**src/rtl/cycle_sequencer_pkg.sv**
```systemverilog
// Shared definitions for the instruction-cycle sequencer: subcycle codes,
// idle RAM strobe pattern and the run/halt state encoding.
package cycle_sequencer_pkg;

    localparam logic [2:0] SC_A1 = 3'd0;
    localparam logic [2:0] SC_A2 = 3'd1;
    localparam logic [2:0] SC_A3 = 3'd2;
    localparam logic [2:0] SC_M1 = 3'd3;
    localparam logic [2:0] SC_M2 = 3'd4;
    localparam logic [2:0] SC_X1 = 3'd5;
    localparam logic [2:0] SC_X2 = 3'd6;
    localparam logic [2:0] SC_X3 = 3'd7;

    // Widest RAM strobe bus supported; instances slice the low bits.
    localparam int unsigned RAM_CMD_MAX_W = 16;
    localparam logic [RAM_CMD_MAX_W-1:0] RAM_CMD_IDLE = '1;

    typedef enum logic {
        ST_RUN  = 1'b0,
        ST_HALT = 1'b1
    } seq_state_e;

endpackage

```
**src/rtl/cycle_sequencer_subcycle_counter.sv**
```systemverilog
// 3-bit subcycle counter (A1..X3) with hold; exposes its next value so the
// sequencer can register strobes aligned with the cycle they belong to.
module subcycle_counter
    import cycle_sequencer_pkg::*;
(
    input  logic       clk_i,
    input  logic       reset_i,
    input  logic       hold_i,
    output logic [2:0] cycle_o,
    output logic [2:0] cycle_nxt_c,
    output logic       frame_end_c
);

    logic [2:0] cycle_q;
    logic [2:0] cycle_d;

    // Advance one subcycle per clock, wrapping X3 -> A1, unless held.
    always_comb begin
        cycle_d = cycle_q;
        if (!hold_i) begin
            cycle_d = cycle_q + 3'd1;
        end
    end

    // Counter register; reset parks at A1.
    always_ff @(posedge clk_i) begin
        if (reset_i) begin
            cycle_q <= SC_A1;
        end else begin
            cycle_q <= cycle_d;
        end
    end

    assign cycle_o     = cycle_q;
    assign cycle_nxt_c = cycle_d;
    assign frame_end_c = (cycle_q == SC_X3);

endmodule

```
**src/rtl/cycle_sequencer.sv**
```systemverilog
// Instruction-cycle timing controller: 8-subcycle frame, ROM/RAM strobes,
// bus-drive grants and two-word instruction phase tracking.
// Optional halt-at-frame-boundary support: define CYCLE_SEQ_HALT_EN.
module cycle_sequencer
    import cycle_sequencer_pkg::*;
#(
    parameter int unsigned NUM_RAM_BANKS = 4,
    parameter int unsigned SYNC_SUBCYCLE = 7
) (
    input  logic                     clock,
    input  logic                     reset,
    input  logic [1:0]               ram_select,
    input  logic                     two_word,
    input  logic                     io_op,
`ifdef CYCLE_SEQ_HALT_EN
    input  logic                     halt_req,
`endif
    output logic [2:0]               cycle,
    output logic                     sync,
    output logic                     rom_cmd,
    output logic [NUM_RAM_BANKS-1:0] ram_cmd,
    output logic                     pc_drive,
    output logic                     dp_drive,
    output logic                     inst_phase,
    output logic                     pc_advance,
    output logic                     halted
);

    localparam logic [NUM_RAM_BANKS-1:0] RAM_IDLE = RAM_CMD_IDLE[NUM_RAM_BANKS-1:0];

    logic       start_q;
    logic       hold_c;
    logic       run_d;
    logic [2:0] cycle_nxt_c;
    logic       frame_end_c;

    logic       two_pend_q, two_pend_d;
    logic       inst_phase_q, inst_phase_d;
    logic       io_q, io_d;

    logic                     io_slot_c;
    logic                     mem_strobe_c;
    logic                     sync_q, sync_d;
    logic                     rom_cmd_q, rom_cmd_d;
    logic [NUM_RAM_BANKS-1:0] ram_cmd_q, ram_cmd_d;
    logic                     pc_drive_q, pc_drive_d;
    logic                     dp_drive_q, dp_drive_d;
    logic                     pc_advance_q, pc_advance_d;
    logic                     halted_q, halted_d;

    subcycle_counter u_counter (
        .clk_i       (clock),
        .reset_i     (reset),
        .hold_i      (hold_c),
        .cycle_o     (cycle),
        .cycle_nxt_c (cycle_nxt_c),
        .frame_end_c (frame_end_c)
    );

`ifdef CYCLE_SEQ_HALT_EN
    seq_state_e state_q, state_d;

    // Halt decision is taken only at the frame boundary; release on any clock.
    always_comb begin
        state_d = state_q;
        case (state_q)
            ST_RUN:  if (frame_end_c && halt_req) state_d = ST_HALT;
            ST_HALT: if (!halt_req)               state_d = ST_RUN;
            default: state_d = ST_RUN;
        endcase
    end

    // Run/halt state register.
    always_ff @(posedge clock) begin
        if (reset) begin
            state_q <= ST_RUN;
        end else begin
            state_q <= state_d;
        end
    end

    assign run_d  = (state_d == ST_RUN);
    assign hold_c = start_q || (state_q == ST_HALT);
`else
    assign run_d  = 1'b1;
    assign hold_c = start_q;
`endif

    // Phase and io latches: sampled in phase 0 only, retired at frame end.
    always_comb begin
        two_pend_d   = two_pend_q;
        inst_phase_d = inst_phase_q;
        io_d         = io_q;
        if (cycle == SC_M2 && !inst_phase_q) begin
            two_pend_d = two_word;
        end
        if (cycle == SC_X1 && !inst_phase_q) begin
            io_d = io_op;
        end
        if (frame_end_c) begin
            inst_phase_d = two_pend_q;
            two_pend_d   = 1'b0;
            io_d         = 1'b0;
        end
    end

    // Strobe and grant decode from the next subcycle so outputs line up with cycle.
    always_comb begin
        io_slot_c    = (cycle_nxt_c == SC_X2) && io_d;
        mem_strobe_c = run_d && ((cycle_nxt_c == SC_A3) || io_slot_c);
        sync_d       = run_d && (cycle_nxt_c == 3'(SYNC_SUBCYCLE));
        rom_cmd_d    = !mem_strobe_c;
        pc_drive_d   = run_d && (cycle_nxt_c <= SC_A3);
        dp_drive_d   = run_d && io_slot_c;
        pc_advance_d = run_d && (cycle_nxt_c == SC_X3);
        halted_d     = !run_d;
        ram_cmd_d    = RAM_IDLE;
        for (int unsigned i = 0; i < NUM_RAM_BANKS; i++) begin
            if (mem_strobe_c && (32'(ram_select) == i)) begin
                ram_cmd_d[i] = 1'b0;
            end
        end
    end

    // Latches and registered outputs; the first clock after reset is a held A1.
    always_ff @(posedge clock) begin
        if (reset) begin
            start_q      <= 1'b1;
            two_pend_q   <= 1'b0;
            inst_phase_q <= 1'b0;
            io_q         <= 1'b0;
            sync_q       <= 1'b0;
            rom_cmd_q    <= 1'b1;
            ram_cmd_q    <= RAM_IDLE;
            pc_drive_q   <= 1'b0;
            dp_drive_q   <= 1'b0;
            pc_advance_q <= 1'b0;
            halted_q     <= 1'b0;
        end else begin
            start_q      <= 1'b0;
            two_pend_q   <= two_pend_d;
            inst_phase_q <= inst_phase_d;
            io_q         <= io_d;
            sync_q       <= sync_d;
            rom_cmd_q    <= rom_cmd_d;
            ram_cmd_q    <= ram_cmd_d;
            pc_drive_q   <= pc_drive_d;
            dp_drive_q   <= dp_drive_d;
            pc_advance_q <= pc_advance_d;
            halted_q     <= halted_d;
        end
    end

    assign sync       = sync_q;
    assign rom_cmd    = rom_cmd_q;
    assign ram_cmd    = ram_cmd_q;
    assign pc_drive   = pc_drive_q;
    assign dp_drive   = dp_drive_q;
    assign inst_phase = inst_phase_q;
    assign pc_advance = pc_advance_q;
    assign halted     = halted_q;

endmodule
```
**config.mk**
```make
export PLATFORM = sky130hd
export DESIGN_NAME = cycle_sequencer
export DESIGN_NICKNAME = d
export VERILOG_FILES = /design/src/rtl/cycle_sequencer_pkg.sv /design/src/rtl/cycle_sequencer_subcycle_counter.sv /design/src/rtl/cycle_sequencer.sv
export SDC_FILE = /design/constraint.sdc
export NUM_CORES = 1
export LEC_CHECK = 0
export ABC_CLOCK_PERIOD_IN_PS = 1800
export CAP_MARGIN = 20
export CORE_MARGIN = 2
export CORE_UTILIZATION = 39
export CTS_CLUSTER_DIAMETER = 120
export DETAILED_ROUTE_END_ITERATION = 12
export GPL_TIMING_DRIVEN = 0
export PLACE_DENSITY = 0.79
export SYNTH_ARGS = -nofsm -noshare
export SYNTH_HDL_FRONTEND = slang
export SYNTH_SLANG_ARGS = --single-unit
```
**constraint.sdc**
```tcl
create_clock -name clock -period 1.8 [get_ports clock]
set_input_delay 0.18 -clock clock [delete_from_list [all_inputs] [get_ports clock]]
set_output_delay 0.18 -clock clock [all_outputs]
set_load 0.01 [all_outputs]
```
==> summary.log <==
[die] standard-cell rows 14
[detailed_routing] via count 496
[placed_design] Place WS -0.09324 ns
[worst_setup_path] slowest CP cell sky130_fd_sc_hd__dfxtp_4
[detailed_routing] wire length per cell after detailed routing 10.98 um
[worst_setup_path] cell type group with the largest total delay on the critical path simple AND/OR/NAND/NOR gates
[timing] Setup violations, final 0
[final_layout] share of final-layout standard cells stronger than drive strength 1 0.1807
[detailed_routing] Detail Route Antenna Nets 0
[placed_design] number of input and output port buffers inserted 18
[synthesis] share of the yosys chip area belonging to registers 0.4633
[timing] Final min period 1.683 ns
[placed_design] area after detailed placement 848.3 um2
[worst_setup_path] Critical Path Max Stage Delay 0.42 ns
[final_layout] Finished Core Util 0.5821
[clocking] clock latency on the worst-skew pair 0.28 ns
[die] die extent in x 44.77 um
[clocking] number of buffers on the longest clock path 2
[worst_setup_path] largest fanout of any net on the critical path 9
[die] I/O pins 20
[power] P_int 0.4825 mW
[worst_setup_path] WP data required 1.97 ns
[clocking] number of buffers created by CTS 3
[final_layout] highest-count cells in the layout ignoring fill and taps sky130_fd_sc_hd__clkdlybuf4s50_1, sky130_fd_sc_hd__dfxtp_1, sky130_fd_sc_hd__nor2_1
[clocking] clock root buffer sky130_fd_sc_hd__clkbuf_4
[timing] worst setup slack after layout 0.1172 ns
[job] max-cap violation count 0
[synthesis] share of synthesized cell area in and, or, nand and nor gates 0.2355
[global_routing] initial antenna violation count 0
[final_layout] leading cell type in the layout, fill and taps excluded sky130_fd_sc_hd__clkdlybuf4s50_1
[detailed_routing] wire length reported by the detailed router 1.087 mm
[timing] Final Max Slew Viols 0
[synthesis] Yosys top cell area share 0.4633
[synthesis] Mapped Cells 61
[clocking] clock transition at the register clock pins on the worst setup and hold paths after CTS 0.08 ns
[timing] final critical-path share of the clock period 0.9349
[final_layout] Sequential Area 305.3 um2
[synthesis] main combinational cell family by area after synthesis simple AND/OR/NAND/NOR gates
[synthesis] post-synthesis share of cell area spent on xor and xnor gates 0.03861
[synthesis] mux contribution to synthesized area 0.05212
[synthesis] area fraction in compound gates after synthesis 0.07529
[clocking] hold buffer count at CTS 0
[power] sequential share of power 0.563
[placed_design] placed instance count 95
[die] die area 2004 um2
[power] Clock Power Share 0.293
[synthesis] netlist area before placement 648.1 um2
[power] highest ir drop seen on vdd 0.0004461 V
[die] placeable core region 1524 um2
[detailed_routing] DR iter-0 viols 6
[timing] maximum operating frequency 594.2 MHz
[clocking] H-tree level count 1
[timing] hold slack 0.4747 ns
[final_layout] Filler cells 141
[power] power share of the combinational group 0.144
[power] power spent charging and discharging nets 0.1549 mW
[final_layout] cell area after layout 887.1 um2
[clocking] CTS tree built
[global_routing] pin count of the biggest net entering global routing 10
[power] Cell Pwr Density 718.6 nW/um2
[timing] RSZ-0062 raised after global routing false
[final_layout] number of nets in the layout 94
[synthesis] total number of yosys warnings 0
[global_routing] first-pass GRT wire length 1.959 mm
[timing] hold violation total from the final report 0
[worst_setup_path] buffering stage count on the worst path with inverters included 1
[final_layout] total area of multi-input combinational cells 321.6 um2
[final_layout] number of standard cells in the final layout excluding fillers 99
[placed_design] routability-driven placement congestion ratio 0.7557
[worst_setup_path] type of element capturing the critical path flop
[worst_setup_path] kind of start point of the critical path flop
[detailed_routing] DR vias/cell 5.010
[synthesis] Distinct cells, synth 26
[synthesis] asr flop ratio synth 0
[timing] final clock skew 0.003402 ns
[worst_setup_path] data arrival at the endpoint of the critical path 1.85 ns
[worst_setup_path] cells traversed along the worst timing path inv_1 -> ha_1 -> nand2b_4 -> mux2i_4 -> o311ai_4 -> or3b_1
[synthesis] count of flip-flops with a built-in enable after synthesis 0
[synthesis] most instantiated flip-flop cell in the synthesis netlist sky130_fd_sc_hd__dfxtp_1
[worst_hold_path] Min-Delay Path Class flop to flop
[power] Pwr Total 0.6374 mW
[clocking] clock sink count 15
[global_routing] aggregate global routing overflow 0
[synthesis] adder-cell share of the synthesized area 0.07722
[power] switching part of the total 0.2430
[timing] total negative slack for setup checks 0 ns
[detailed_routing] drt pass-1 iters 4
[die] initial cell density of the core 0.4253
[global_routing] number of global-route vias before repair 494
[die] height of the die 44.77 um
[worst_setup_path] critical path class flop to flop
[synthesis] leading area contributor after synthesis sky130_fd_sc_hd__dfxtp_1
[final_layout] Antenna Cells 0
[global_routing] gr usage total 0.1391
[placed_design] half-perimeter wire length of the detailed placement result 835.4 um
[status] outcome complete, no violations
[power] total leakage power 0.3568 nW
[synthesis] largest cells by area after synthesis sky130_fd_sc_hd__dfxtp_1, sky130_fd_sc_hd__ha_1, sky130_fd_sc_hd__o311ai_4
[detailed_routing] drt drc 0
[final_layout] area growth from synthesis to layout 36.87%
[synthesis] flops & latches, synth 15
[synthesis] Syn Nets 71
[synthesis] average footprint of a synthesized cell 10.62 um2
==> state kept, by name, summed over array words and instances (netlist names) <==
register / flops
pc_drive: 1
pc_advance: 1
inst_phase: 1
dp_drive: 1
ram_cmd: 4
io_q: 1
two_pend_q: 1
rom_cmd: 1
hold_c: 1
u_counter.cycle_o: 3
==> routing by layer <==
metal  vias to the layer above  track usage  share of wire  wire length (um)
met2                        20       0.2464           0.51               555
met3                         5      0.03600          0.062                67
li1                        243            -              -                 -
met1                       228       0.1432           0.40               433
met5                         -            0              0                 0
met4                         0      0.09091          0.028                30
==> layout make-up <==
type,instances,area share
Timing Repair Buffer,18,0.2031
Sequential cell,15,0.3441
Buffer,2,0.01693
Clock buffer,4,0.02962
Inverter,5,0.02116
Multi-Input combinational cell,39,0.3625
Tap cell,16,0.02257
==> cell usage after synthesis (2+ instances only) <==
cell	count
sky130_fd_sc_hd__nor2_1	6
sky130_fd_sc_hd__or2_1	2
sky130_fd_sc_hd__dfxtp_1	15
sky130_fd_sc_hd__inv_1	5
sky130_fd_sc_hd__ha_1	4
sky130_fd_sc_hd__or3b_1	2
sky130_fd_sc_hd__a21oi_1	2
sky130_fd_sc_hd__buf_4	2
sky130_fd_sc_hd__nand2_1	5
sky130_fd_sc_hd__and3_1	2
==> power groups by stage <==
stage / combinational [mW] / clock (mW) / sequential (mW)
after floorplan: 0.0476 / 0 / 0.368
after global placement: 0.0890 / 0 / 0.366
after detailed placement: 0.0908 / 0 / 0.366
after CTS: 0.0916 / 0.191 / 0.359
after global routing: 0.101 / 0.211 / 0.362
final: 0.0917 / 0.187 / 0.359
==> worst register-to-register path, delay by kind of cell (launching register included) <==
family | cells | cell delay (ns)
DFF | 1 | 0.42
AOI/OAI and AO/OA | 1 | 0.14
and+or+nand+nor | 2 | 0.45
buffers and inverters | 1 | 0.06
muxes | 1 | 0.17
adders and majority gates | 1 | 0.31
==> cells by family after synthesis <==
kind of cell,count (synthesis)
adders and majority gates,4
muxes,2
AOI/OAI and AO/OA,5
and+or+nand+nor,25
xor gates and xnor gates,2
buffers and inverters,7
DFF,15
other,1
==> timing repair <==
action | 4_1_cts | 5_1_grt
endpoints found under the setup margin | 3 | 3
setup buffers | 0 | 0
gates resized for setup | 1 | 4
==> final timing paths <==
| path | from | end | slack [ns] | cells past startpoint |
|---|---|---|---|---|
| max | u_counter.cycle_o[0] | ram_cmd[1] | 0.12 | 6 |
| max reg2reg | u_counter.cycle_o[0] | ram_cmd[1] | 0.12 | 6 |
| min reg2reg | two_pend_q | inst_phase | 0.47 | 2 |
| min | two_pend_q | inst_phase | 0.47 | 2 |
Note: power is estimated with default switching activity, not from simulation.
